==> config.mk <==
export PLATFORM = sky130hd
export DESIGN_NAME = traffic_phase_sched
export DESIGN_NICKNAME = d
export VERILOG_FILES = /design/src/rtl/traffic_phase_sched.sv
export SDC_FILE = /design/constraint.sdc
export NUM_CORES = 1
export LEC_CHECK = 0
export CORE_AREA = 2 2 64 66
export CTS_BUF_LIST = sky130_fd_sc_hd__clkbuf_8 sky130_fd_sc_hd__clkbuf_16
export DETAILED_ROUTE_END_ITERATION = 10
export DIE_AREA = 0 0 66 68
export PLACE_DENSITY = 0.67
export SLEW_MARGIN = 20
export SYNTH_ARGS = -nofsm -noshare
export SYNTH_HDL_FRONTEND = slang
export SYNTH_SLANG_ARGS = --single-unit
==> constraint.sdc <==
create_clock -name clk -period 2.8 [get_ports clk]
set_input_delay 0.42 -clock clk [delete_from_list [all_inputs] [get_ports clk]]
set_output_delay 0.42 -clock clk [all_outputs]
set_load 0.02 [all_outputs]
==> src/rtl/traffic_phase_sched.sv <==
// rtl/traffic_phase_sched.sv - demand-actuated NS/EW phase scheduler with ped walk and ack
// Optional feature macro: EMERGENCY_PREEMPT_EN (adds i_emg / i_emg_axis preemption)
module traffic_phase_sched #(
   parameter int MIN_GREEN = 20,
   parameter int MAX_GREEN = 40,
   parameter int YELLOW    = 2,
   parameter int ALL_RED   = 1,
   parameter int PED_WALK  = 14,
   parameter int PED_FLASH = 6
) (
   input  logic       clk,
   input  logic       rst_n,
   input  logic       i_start,
   input  logic [3:0] i_car_req,
   input  logic [3:0] i_ped_req,
`ifdef EMERGENCY_PREEMPT_EN
   input  logic       i_emg,
   input  logic       i_emg_axis,
`endif
   output logic [1:0] o_state,
   output logic       o_axis,
   output logic [6:0] o_timer,
   output logic [1:0] o_ns_car,
   output logic [1:0] o_ew_car,
   output logic [1:0] o_ns_ped,
   output logic [1:0] o_ew_ped,
   output logic [3:0] o_ped_ack
);

   localparam logic [1:0] S_IDLE    = 2'b00;
   localparam logic [1:0] S_GREEN   = 2'b01;
   localparam logic [1:0] S_YELLOW  = 2'b10;
   localparam logic [1:0] S_ALL_RED = 2'b11;

   localparam logic [6:0] C_MIN      = 7'(MIN_GREEN);
   localparam logic [6:0] C_MAX      = 7'(MAX_GREEN);
   localparam logic [6:0] C_YELLOW   = 7'(YELLOW);
   localparam logic [6:0] C_ALL_RED  = 7'(ALL_RED);
   localparam logic [6:0] C_WALK     = 7'(PED_WALK);
   localparam logic [6:0] C_WALK_END = 7'(PED_WALK + PED_FLASH);

   logic [1:0] r_state;
   logic       r_axis;
   logic [6:0] r_timer;
   logic [3:0] r_latch;
   logic       r_served;
   logic       r_preempt;
   logic [3:0] r_ack;
   logic [1:0] r_ns_car, r_ew_car, r_ns_ped, r_ew_ped;

   logic [1:0] w_state_n;
   logic       w_axis_n;
   logic [6:0] w_timer_n;
   logic [3:0] w_latch_n;
   logic [3:0] w_ack_n;
   logic       w_served_n;
   logic       w_preempt_n;
   logic [1:0] w_ns_car_n, w_ew_car_n, w_ns_ped_n, w_ew_ped_n, w_ped_n;
   logic [3:0] w_own_mask;
   logic [3:0] w_green_mask;
   logic       w_green_axis;
   logic       w_opp_demand;
   logic       w_own_car;
   logic       w_emg;
   logic       w_emg_axis;

`ifdef EMERGENCY_PREEMPT_EN
   assign w_emg      = i_emg;
   assign w_emg_axis = i_emg_axis;
`else
   assign w_emg      = 1'b0;
   assign w_emg_axis = 1'b0;
`endif

   // Next-state, timer, ped latch and ack sequencing
   always_comb begin
      w_state_n    = r_state;
      w_axis_n     = r_axis;
      w_timer_n    = (r_timer == 7'd127) ? r_timer : r_timer + 7'd1;
      w_latch_n    = r_latch | i_ped_req;
      w_ack_n      = 4'b0000;
      w_served_n   = r_served;
      w_preempt_n  = r_preempt;
      w_own_mask   = r_axis ? 4'b1100 : 4'b0011;
      w_green_axis = w_emg ? w_emg_axis : r_axis;
      w_green_mask = w_green_axis ? 4'b1100 : 4'b0011;
      w_opp_demand = |((i_car_req | r_latch) & ~w_own_mask);
      w_own_car    = |(i_car_req & w_own_mask);
      case (r_state)
         S_IDLE: begin
            w_state_n = S_ALL_RED;
            w_axis_n  = 1'b0;
            w_timer_n = 7'd1;
         end
         S_ALL_RED: begin
            if (r_timer >= C_ALL_RED) begin
               w_state_n   = S_GREEN;
               w_axis_n    = w_green_axis;
               w_timer_n   = 7'd1;
               w_preempt_n = 1'b0;
               // A request arriving on the entry edge is folded into this ack
               if (!(r_preempt || w_emg))
                  w_ack_n = (r_latch | i_ped_req) & w_green_mask;
               w_latch_n  = (r_latch | i_ped_req) & ~w_ack_n;
               w_served_n = |w_ack_n;
            end
         end
         S_GREEN: begin
            if (w_emg && (w_emg_axis != r_axis)) begin
               w_state_n   = S_YELLOW;
               w_timer_n   = 7'd1;
               w_served_n  = 1'b0;
               w_preempt_n = 1'b1;
            end else if (!w_emg && (r_timer >= C_MIN) && w_opp_demand &&
                         (!w_own_car || (r_timer >= C_MAX))) begin
               w_state_n  = S_YELLOW;
               w_timer_n  = 7'd1;
               w_served_n = 1'b0;
            end
         end
         S_YELLOW: begin
            if (r_timer >= C_YELLOW) begin
               w_state_n = S_ALL_RED;
               w_timer_n = 7'd1;
               w_axis_n  = ~r_axis;
            end
         end
         default: begin
            w_state_n = S_IDLE;
            w_timer_n = 7'd1;
         end
      endcase
   end

   // Lamp codes decoded from the next state so they change on the same edge
   always_comb begin
      w_ns_car_n = 2'b11;
      w_ew_car_n = 2'b11;
      w_ns_ped_n = 2'b00;
      w_ew_ped_n = 2'b00;
      w_ped_n    = 2'b00;
      if (w_state_n == S_GREEN) begin
         if (w_axis_n) w_ew_car_n = 2'b01;
         else          w_ns_car_n = 2'b01;
      end else if (w_state_n == S_YELLOW) begin
         if (w_axis_n) w_ew_car_n = 2'b10;
         else          w_ns_car_n = 2'b10;
      end
      if ((w_state_n == S_GREEN) && w_served_n) begin
         if (w_timer_n <= C_WALK)
            w_ped_n = 2'b01;
         else if (w_timer_n <= C_WALK_END)
            w_ped_n = {1'b0, ~w_timer_n[0]};
         if (w_axis_n) w_ew_ped_n = w_ped_n;
         else          w_ns_ped_n = w_ped_n;
      end
   end

   // State registers; i_start low freezes everything except the ack pulse
   always_ff @(posedge clk) begin
      if (!rst_n) begin
         r_state   <= S_IDLE;
         r_axis    <= 1'b0;
         r_timer   <= 7'd1;
         r_latch   <= 4'b0000;
         r_served  <= 1'b0;
         r_preempt <= 1'b0;
         r_ack     <= 4'b0000;
         r_ns_car  <= 2'b11;
         r_ew_car  <= 2'b11;
         r_ns_ped  <= 2'b00;
         r_ew_ped  <= 2'b00;
      end else if (i_start) begin
         r_state   <= w_state_n;
         r_axis    <= w_axis_n;
         r_timer   <= w_timer_n;
         r_latch   <= w_latch_n;
         r_served  <= w_served_n;
         r_preempt <= w_preempt_n;
         r_ack     <= w_ack_n;
         r_ns_car  <= w_ns_car_n;
         r_ew_car  <= w_ew_car_n;
         r_ns_ped  <= w_ns_ped_n;
         r_ew_ped  <= w_ew_ped_n;
      end else begin
         r_ack     <= 4'b0000;
      end
   end

   assign o_state   = r_state;
   assign o_axis    = r_axis;
   assign o_timer   = r_timer;
   assign o_ns_car  = r_ns_car;
   assign o_ew_car  = r_ew_car;
   assign o_ns_ped  = r_ns_ped;
   assign o_ew_ped  = r_ew_ped;
   assign o_ped_ack = r_ack;

endmodule
==> results by group, run 1 <==
Run status
  • Outcome: completed

Hold path
  • Worst Hold End: o_ew_ped[0]
  • Hold Path Stages: 2
  • Hold crit path type: reg2reg
  • Worst Min Path Start: o_ew_ped[0]

Timing
  • Setup TNS: 0 ns
  • Max Freq: 0.442 GHz
  • Unrepaired setup endpoints after global routing: no
  • Relative slew slack: 49.0%
  • Setup violations, final: 0
  • Slew Viols, Final: 0
  • Worst-Margin Slew: 0.763 ns
  • Tmin final: 2.26 ns
  • Hold Vio Cnt, Final: 0
  • Final WS setup: 0.537 ns
  • Final worst path period share: 80.8%
  • Clk_skew: 0.00783 ns

Floorplanning
  • Die X: 66 µm
  • Die footprint: 4490 µm²
  • # rows: 23
  • Core Footprint: 3860 µm²
  • Initial Util: 37.6%
  • Die extent in y: 68 µm
  • IO Count: 33

Placed design
  • Port bufs: 30
  • GPL Wtd Cong: 0.914
  • Final HPWL DP: 2.56 mm
  • Worst slack, placed: 0.424 ns

Critical path
  • Critical path required time: 2.99 ns
  • Critical Path AT: 2.45 ns
  • FF-to-FF path depth: 7
  • CP startpoint kind: flip-flop
  • Flop2flop setup slack: 0.54 ns
  • Worst R2R Start: o_timer[0]
  • CP max FO: 10
  • Crit Path Category: reg2reg
  • FF-to-FF End: o_ns_ped[0]
  • CP endpoint kind: flip-flop

Synth
  • Async S/R FF share, synth: 0%
  • Post-synth EDFFs: 0
  • Synth Flop Type: dfxtp_1
  • Register bit total from synthesis: 25
  • Netlist Area Pre-Place: 1450 µm²
  • Cell variety after synth: 53
  • Syn. warnings: 0
  • Mapped Avg Cell Area: 8.19 µm²
  • Syn Inst Count: 177
  • Register area share after synthesis: 34.5%

Global route
  • GRT Overall Usage: 16.8%
  • GR Overflow Total: 0
  • Antenna violations before repair: 0
  • First-pass GRT wire length: 5.79 mm
  • Vias in the first global route: 1258
  • Largest net degree at the start of global routing: 29

Routing
  • DR pass1 iterations: 4
  • Drt drc: 0
  • Vias per Instance: 5.46
  • Initial DRC count: 85
  • Routed WL per cell: 14.1 µm
  • Routed WL: 3.56 mm
  • Via count: 1376
  • ANT nets after route: 0

Final layout
  • Post-layout net count: 217
  • Final core utilization: 47.0%
  • ANT cells: 0
  • Layout cell share with drive strength beyond 1: 10.4%
  • Area grow syn2layout: 25.2%

Clock network
  • Root Driver: clkbuf_8
  • Post-cts resize count: 0
  • Clock Latency Late Sink: 0.27 ns
  • CTS tree: built
  • CTS Buffer Depth: 2
  • Cts hold-fix bufs: 0
  • # clock sinks: 25
  • Setup Fix Bufs, Post-CTS: 0
  • Inserted Clock Buffers: 3
  • Reg clk slew, reported paths: 0.09 ns
  • # H-tree levels: 1

Power
  • Peak VDD IR: 0.211 mV
  • Leakage power: 0.657 nW
  • Design Power: 0.754 mW
  • Power Density: 416 nW/µm²

Flow run
  • Max-Cap Viols: 0
-- synthesized netlist by cell type, types with 2 or more instances --
master     instances  area, µm²
dfxtp_1           25        500
xor2_1             2       17.5
o21a_1             3       22.5
nor3_1             4       20.0
inv_1              3       11.3
mux2i_1            2       20.0
and3_2             2       15.0
nor2_1            17       63.8
a21oi_2            2       17.5
o21ai_0            8       40.0
o31ai_1            3       22.5
a31o_2             2       17.5
nor4_1             6       37.5
nand2_1           22       82.6
a2111oi_0          2       17.5
nand3_1            6       30.0
nand2b_1           2       12.5
or3_1              3       18.8
mux2_2             2       22.5
o22ai_1            4       25.0
a21boi_0           4       30.0
a32o_1             2       20.0
a21oi_1            8       40.0
buf_4              2       15.0
ha_1               3       37.5
nor2b_1            5       31.3
clkbuf_1           7       26.3
-- final cells by class --
class,count,area [µm²]
Clock inverter,1,5.00
Fill cell,386,2040
Timing Repair Buffer,32,315
Clock buffer,3,41.3
Sequential cell,25,500
Inverter,3,11.3
Tap cell,50,62.6
Multi-Input combinational cell,138,878
-- metal layers --
metal / GRT usage, % / up-vias / part of all wire [%]
met5: 0 / - / 0
met4: 6.12 / 0 / 1.5
met3: 2.47 / 4 / 3.1
met2: 26.5 / 32 / 45
met1: 23.3 / 639 / 50
li1: - / 701 / -
-- cells by family after synthesis --
logic type / count (synthesis) / synth area share (%)
AO/OA/AOI/OAI: 53 / 27.9
XOR/XNOR: 2 / 1.21
adder cells (fa/ha/maj): 3 / 2.59
buffers and inverters: 15 / 5.09
flip-flops: 25 / 34.5
multiplexers: 4 / 2.94
other: 1 / 0.259
AND/OR/NAND/NOR: 74 / 25.5
-- stage by stage --
stage | std cells | cell area [µm²] | hold WS, ns
4_1_cts | 252 | 1810 | 0.467
2_1_floorplan | 178 | 1450 | 0.456
3_3_place_gp | 248 | 1770 | 0.445
5_1_grt | 252 | 1810 | 0.507
6_report | 252 | 1810 | 0.463
3_5_place_dp | 248 | 1770 | 0.449
-- registers in the layout (all words and copies together) (netlist names), 2 cells and up --
register	cells
o_ew_car	2
o_ns_car	2
o_ped_ack	4
o_state	2
o_timer	7
r_latch	4
-- worst max-delay path, stage by stage (launching register included) --
cell and delay, ns:
dfxtp_1 0.51, inv_1 0.08, ha_1 0.32, nand2_1 0.11
or4bb_1 0.48, a311oi_1 0.34, a21oi_2 0.11, o31ai_1 0.22
-- cells in the final DEF, fill, tap and decap left out, types with 2 or more instances in the layout --
master           instances
nor3_1                   4
a2111oi_0                2
and3_2                   2
or3_1                    3
a32o_1                   2
clkdlybuf4s50_1         30
o22ai_1                  4
nand2b_1                 2
dfxtp_1                 25
nor2b_1                  5
conb_1                   2
nand3_1                  6
buf_4                    2
o31ai_1                  3
mux2_2                   2
xor2_1                   2
o21a_1                   3
a21boi_0                 4
a21oi_2                  2
a31o_2                   2
inv_1                    3
nand2_1                 22
nor2_1                  17
nor4_1                   6
mux2i_1                  2
a21oi_1                  8
o21ai_0                  8
clkbuf_8                 3
ha_1                     3
-- worst max-delay path by stage --
stage | slack [ns] | from | cells after the start | endpoint
CTS | 0.52 | o_timer[0] | 7 | o_ns_ped[0]
detailed placement | 0.42 | i_car_req[0] | 7 | o_ns_ped[0]
global placement | 0.43 | i_car_req[0] | 7 | o_ns_ped[0]
global route | 0.34 | o_timer[0] | 7 | o_ew_ped[0]
floorplan | 0.63 | o_timer[0] | 7 | o_ew_ped[0]
finish | 0.54 | o_timer[0] | 7 | o_ns_ped[0]
-- power by group --
group	total (mW)	internal (mW)	switching, mW
clock network	0.215	0.0997	0.115
registers	0.386	0.368	0.0179
logic	0.153	0.0705	0.0828
Note: power is estimated with default switching activity, not from simulation.
==> run 2: changes to the inputs <==
clock period = 2.1 ns   (was 2.8 ns; I/O delays follow)
==> results by group, run 2 (synthesis results as in run 1) <==
Run status
  • Outcome: completed

Routing
  • Routed WL per cell: 13.6 µm
  • DR pass1 iterations: 4
  • Initial DRC count: 103
  • Drt drc: 0
  • Vias per Instance: 5.22
  • Routed WL: 3.76 mm
  • Via count: 1447
  • ANT nets after route: 0

Power
  • Power Density: 505 nW/µm²
  • Peak VDD IR: 0.359 mV
  • Reg power frac: 49.1%
  • P_int: 0.742 mW
  • Combinational share of power: 23.7%
  • Leakage power: 0.786 nW
  • Clk pwr share: 27.2%
  • Sw power: 0.292 mW
  • Sw Ratio: 28.3%

Global route
  • First-pass GRT wire length: 6.51 mm
  • GRT Overall Usage: 18.8%
  • Largest net degree at the start of global routing: 29
  • GR Overflow Total: 0
  • Antenna violations before repair: 0
  • Vias in the first global route: 1351

Clock network
  • CTS Buffer Depth: 2
  • # H-tree levels: 1
  • Inserted Clock Buffers: 3
  • Reg clk slew, reported paths: 0.09 ns
  • Cts hold-fix bufs: 0
  • Root Driver: clkbuf_8
  • Clock Latency Late Sink: 0.27 ns
  • CTS tree: built
  • # clock sinks: 25

Floorplanning
  • Die X: 66 µm
  • Die footprint: 4490 µm²
  • # rows: 23
  • Core Footprint: 3860 µm²
  • Die extent in y: 68 µm
  • IO Count: 33
  • Initial Util: 37.6%

Timing
  • Tmin final: 2.04 ns
  • Final WS setup: 0.0582 ns
  • Unrepaired setup endpoints after global routing: yes
  • Setup violations, final: 0
  • Max Freq: 0.490 GHz
  • Clk_skew: 0.00660 ns
  • Slew Viols, Final: 0
  • Final worst path period share: 97.2%
  • Worst hold slack: 0.466 ns
  • Hold Vio Cnt, Final: 0

Critical path
  • Critical path required time: 2.29 ns
  • CP startpoint kind: flip-flop
  • Crit Path Category: reg2reg
  • CP endpoint kind: flip-flop
  • CP max FO: 4
  • Critical Path AT: 2.23 ns

Flow run
  • Max-Cap Viols: 0

Placed design
  • Worst slack, placed: -0.197 ns
  • Final HPWL DP: 2.87 mm
  • Port bufs: 30
  • GPL Wtd Cong: 0.889

Final layout
  • Post-layout net count: 242
  • Commonest non-fill, non-tap cell in the layout: clkdlybuf4s50_1
  • Most frequent cells in the layout: clkdlybuf4s50_1 (30), buf_4 (26), dfxtp_1 (22)
  • Layout cell share with drive strength beyond 1: 23.8%
  • ANT cells: 0
  • Sequential cell area: 507 µm²
  • Area occupied by multi-input gates: 913 µm²
  • Area grow syn2layout: 41.2%
  • Fillers: 385
  • Largest register FFs: 7

Hold path
  • Hold crit path type: reg2reg
[run 2: cell type report]
class	instances	share of cell area, %
flip-flops and latches	25	24.8
repair buffers	57	24.8
inverters	3	0.550
well taps	50	3.06
clock buffers	3	2.02
clock inverters	1	0.183
multi-input cells	138	44.6
[run 2: repair_timing]
item / in CTS / in global routing
gates resized for setup: 3 / 8
setup buffers: 0 / 1
endpoints found under the setup margin: 2 / 8
pin swaps: 1 / 4
hold endpoints to repair: 0 / 0
[run 2: worst max-delay path: stages (launching register included)]
cell,delay [ns]
dfxtp_4,0.37
ha_2,0.19
xor2_1,0.15
nand2_2,0.07
or4bb_1,0.47
a311oi_1,0.26
buf_4,0.15
a21oi_2,0.06
o31ai_1,0.23
[run 2: final timing paths]
check	startpoint	end	slack [ns]	cells past startpoint
max	o_timer[1]	o_ew_ped[0]	0.06	8
max reg2reg	o_timer[1]	o_ew_ped[0]	0.06	8
min reg2reg	o_ew_ped[0]	o_ew_ped[0]	0.47	2
min	o_ew_ped[0]	o_ew_ped[0]	0.47	2
[run 2: layer usage]
layer | global-route usage, % | routed length [µm] | vias up
li1 | - | - | 747
met1 | 26.7 | 1760 | 652
met2 | 28.5 | 1740 | 39
met3 | 4.28 | 199 | 9
met4 | 5.10 | 65 | 0
met5 | 0 | 0 | -
[run 2: power by group through the flow]
stage	clock (mW)	combinational [mW]	sequential (mW)
after floorplan	0	0.127	0.531
after detailed placement	0	0.236	0.519
final	0.281	0.245	0.507
after CTS	0.290	0.242	0.508
after global placement	0	0.235	0.519
after global routing	0.312	0.269	0.511
[run 2: through the flow]
step	setup TNS (ns)	total power, mW	cells	area [µm²]	util (%)
after floorplan	0	0.658	178	1460	-
after global routing	-0.145	1.09	277	2050	53.1
after global placement	-1.08	0.754	272	1950	50.6
after detailed placement	-1.51	0.755	272	1950	50.6
final	0	1.03	277	2050	53.1
after CTS	0	1.04	276	2010	52.2
==> run 3: changes to the inputs <==
CORE_AREA = 2 2 81 52   (was 2 2 64 66)
CTS_CLUSTER_DIAMETER = 80   (was default)
DIE_AREA = 0 0 83 54   (was 0 0 66 68)
PLACE_DENSITY = 0.68   (was 0.67)
==> results by group, run 3 (synthesis results as in run 1) <==
Critical path
  • Flop2flop setup slack: 0.08 ns
  • Worst R2R Start: o_timer[1]
  • CP startpoint kind: flip-flop
  • FF-to-FF path depth: 7
  • CP endpoint kind: flip-flop
  • FF-to-FF End: o_ns_ped[0]
  • Critical Path AT: 2.21 ns
  • Critical path required time: 2.29 ns
  • CP max FO: 5
  • Crit Path Category: reg2reg

Flow run
  • Max-Cap Viols: 0

Global route
  • GRT Overall Usage: 17.6%
  • Antenna violations before repair: 0
  • Largest net degree at the start of global routing: 29
  • Vias in the first global route: 1239
  • First-pass GRT wire length: 6.23 mm
  • GR Overflow Total: 0

Timing
  • Hold Vio Cnt, Final: 0
  • Final WS setup: 0.0810 ns
  • Slew Viols, Final: 0
  • Unrepaired setup endpoints after global routing: yes
  • Tmin final: 2.02 ns
  • Max Freq: 0.495 GHz
  • Final worst path period share: 96.1%
  • Setup violations, final: 0
  • Clk_skew: 0.00260 ns

Routing
  • Drt drc: 0
  • DR pass1 iterations: 5
  • Initial DRC count: 65
  • Vias per Instance: 5.48
  • Routed WL: 3.93 mm
  • Via count: 1479
  • ANT nets after route: 0
  • Routed WL per cell: 14.6 µm

Floorplanning
  • IO Count: 33
  • Initial Util: 37.6%
  • # rows: 18
  • Die X: 83 µm
  • Core Footprint: 3850 µm²
  • Die extent in y: 54 µm
  • Die footprint: 4480 µm²

Clock network
  • # clock sinks: 25
  • CTS tree: built
  • Inserted Clock Buffers: 3
  • CTS Buffer Depth: 2
  • Cts hold-fix bufs: 0
  • # H-tree levels: 1
  • Reg clk slew, reported paths: 0.09 ns
  • Clock Latency Late Sink: 0.27 ns
  • Root Driver: clkbuf_8

Final layout
  • Cell area after layout: 2000 µm²
  • Post-layout net count: 235
  • Non-Filler Instances: 270
  • Area grow syn2layout: 37.7%
  • Fillers: 364
  • Layout cell share with drive strength beyond 1: 21.4%
  • ANT cells: 0
  • Commonest non-fill, non-tap cell in the layout: clkdlybuf4s50_1
  • Largest register FFs: 7
  • Most frequent cells in the layout: clkdlybuf4s50_1 (30), nand2_1 (22), dfxtp_1 (21)

Run status
  • Outcome: completed

Placed design
  • Final HPWL DP: 2.90 mm
  • Inst Count DP: 265
  • Dpl cell area: 1900 µm²
  • Port bufs: 30
  • Worst slack, placed: -0.192 ns
  • GPL Wtd Cong: 0.893

Hold path
  • Worst Hold End: o_ew_ped[0]
  • Hold crit path type: reg2reg
  • Worst Min Path Start: o_ew_ped[0]
  • Hold Path Stages: 2

Power
  • Peak VDD IR: 0.254 mV
  • Leakage power: 0.752 nW
  • Power Density: 517 nW/µm²
run 3: stage by stage:
| step | total power [mW] | hold WS (ns) | setup TNS, ns | util [%] |
|---|---|---|---|---|
| floorplan | 0.658 | 0.455 | 0 | - |
| global placement | 0.749 | 0.452 | -1.28 | 49.3 |
| detailed placement | 0.749 | 0.448 | -1.49 | 49.3 |
| CTS | 1.03 | 0.466 | 0 | 50.7 |
| global route | 1.09 | 0.493 | -0.0433 | 51.8 |
| finish | 1.03 | 0.464 | 0 | 51.8 |
run 3: final cells by class:
class,instances,area [µm²],area share (%)
Clock inverter,1,3.75,0.188
Sequential cell,25,508,25.5
Inverter,3,11.3,0.564
Timing Repair Buffer,50,454,22.8
Multi-Input combinational cell,138,915,45.8
Tap cell,50,62.6,3.13
Clock buffer,3,41.3,2.07
run 3: critical path: stages (launching register included):
cell	delay, ns
dfxtp_2	0.34
buf_6	0.12
or4_4	0.51
o41ai_4	0.36
a32o_2	0.23
o2bb2ai_2	0.11
a21oi_2	0.08
o31ai_1	0.18
run 3: what timing repair did:
item | 4_1_cts | 5_1_grt
setup buffers | 0 | 1
gates cloned | 0 | 0
setup endpoints to repair | 2 | 7
resized for setup | 2 | 9
pin swaps | 0 | 8
run 3: power by group:
part / internal, mW / leakage (nW) / switching (mW)
Clock: 0.131 / 0.0269 / 0.151
Combinational: 0.113 / 0.520 / 0.124
Sequential: 0.491 / 0.205 / 0.0215
Total: 0.735 / 0.752 / 0.297
run 3: metal layers:
layer	global-route usage (%)	wire length (µm)	up-vias
li1	-	-	738
met1	26.9	2090	688
met2	25.0	1530	51
met3	4.29	295	2
met4	3.28	14	0
met5	0	0	-
run 3: worst max-delay path by stage:
stage	from	endpoint	slack (ns)	cells after the start
after floorplan	o_timer[0]	o_ew_ped[0]	0.06	7
after global placement	i_car_req[0]	o_ew_ped[0]	-0.18	7
after detailed placement	i_car_req[1]	o_ns_ped[0]	-0.19	7
after CTS	o_timer[0]	o_ns_ped[0]	0.02	8
after global routing	o_timer[1]	o_ew_ped[0]	-0.03	7
final	o_timer[1]	o_ns_ped[0]	0.08	7
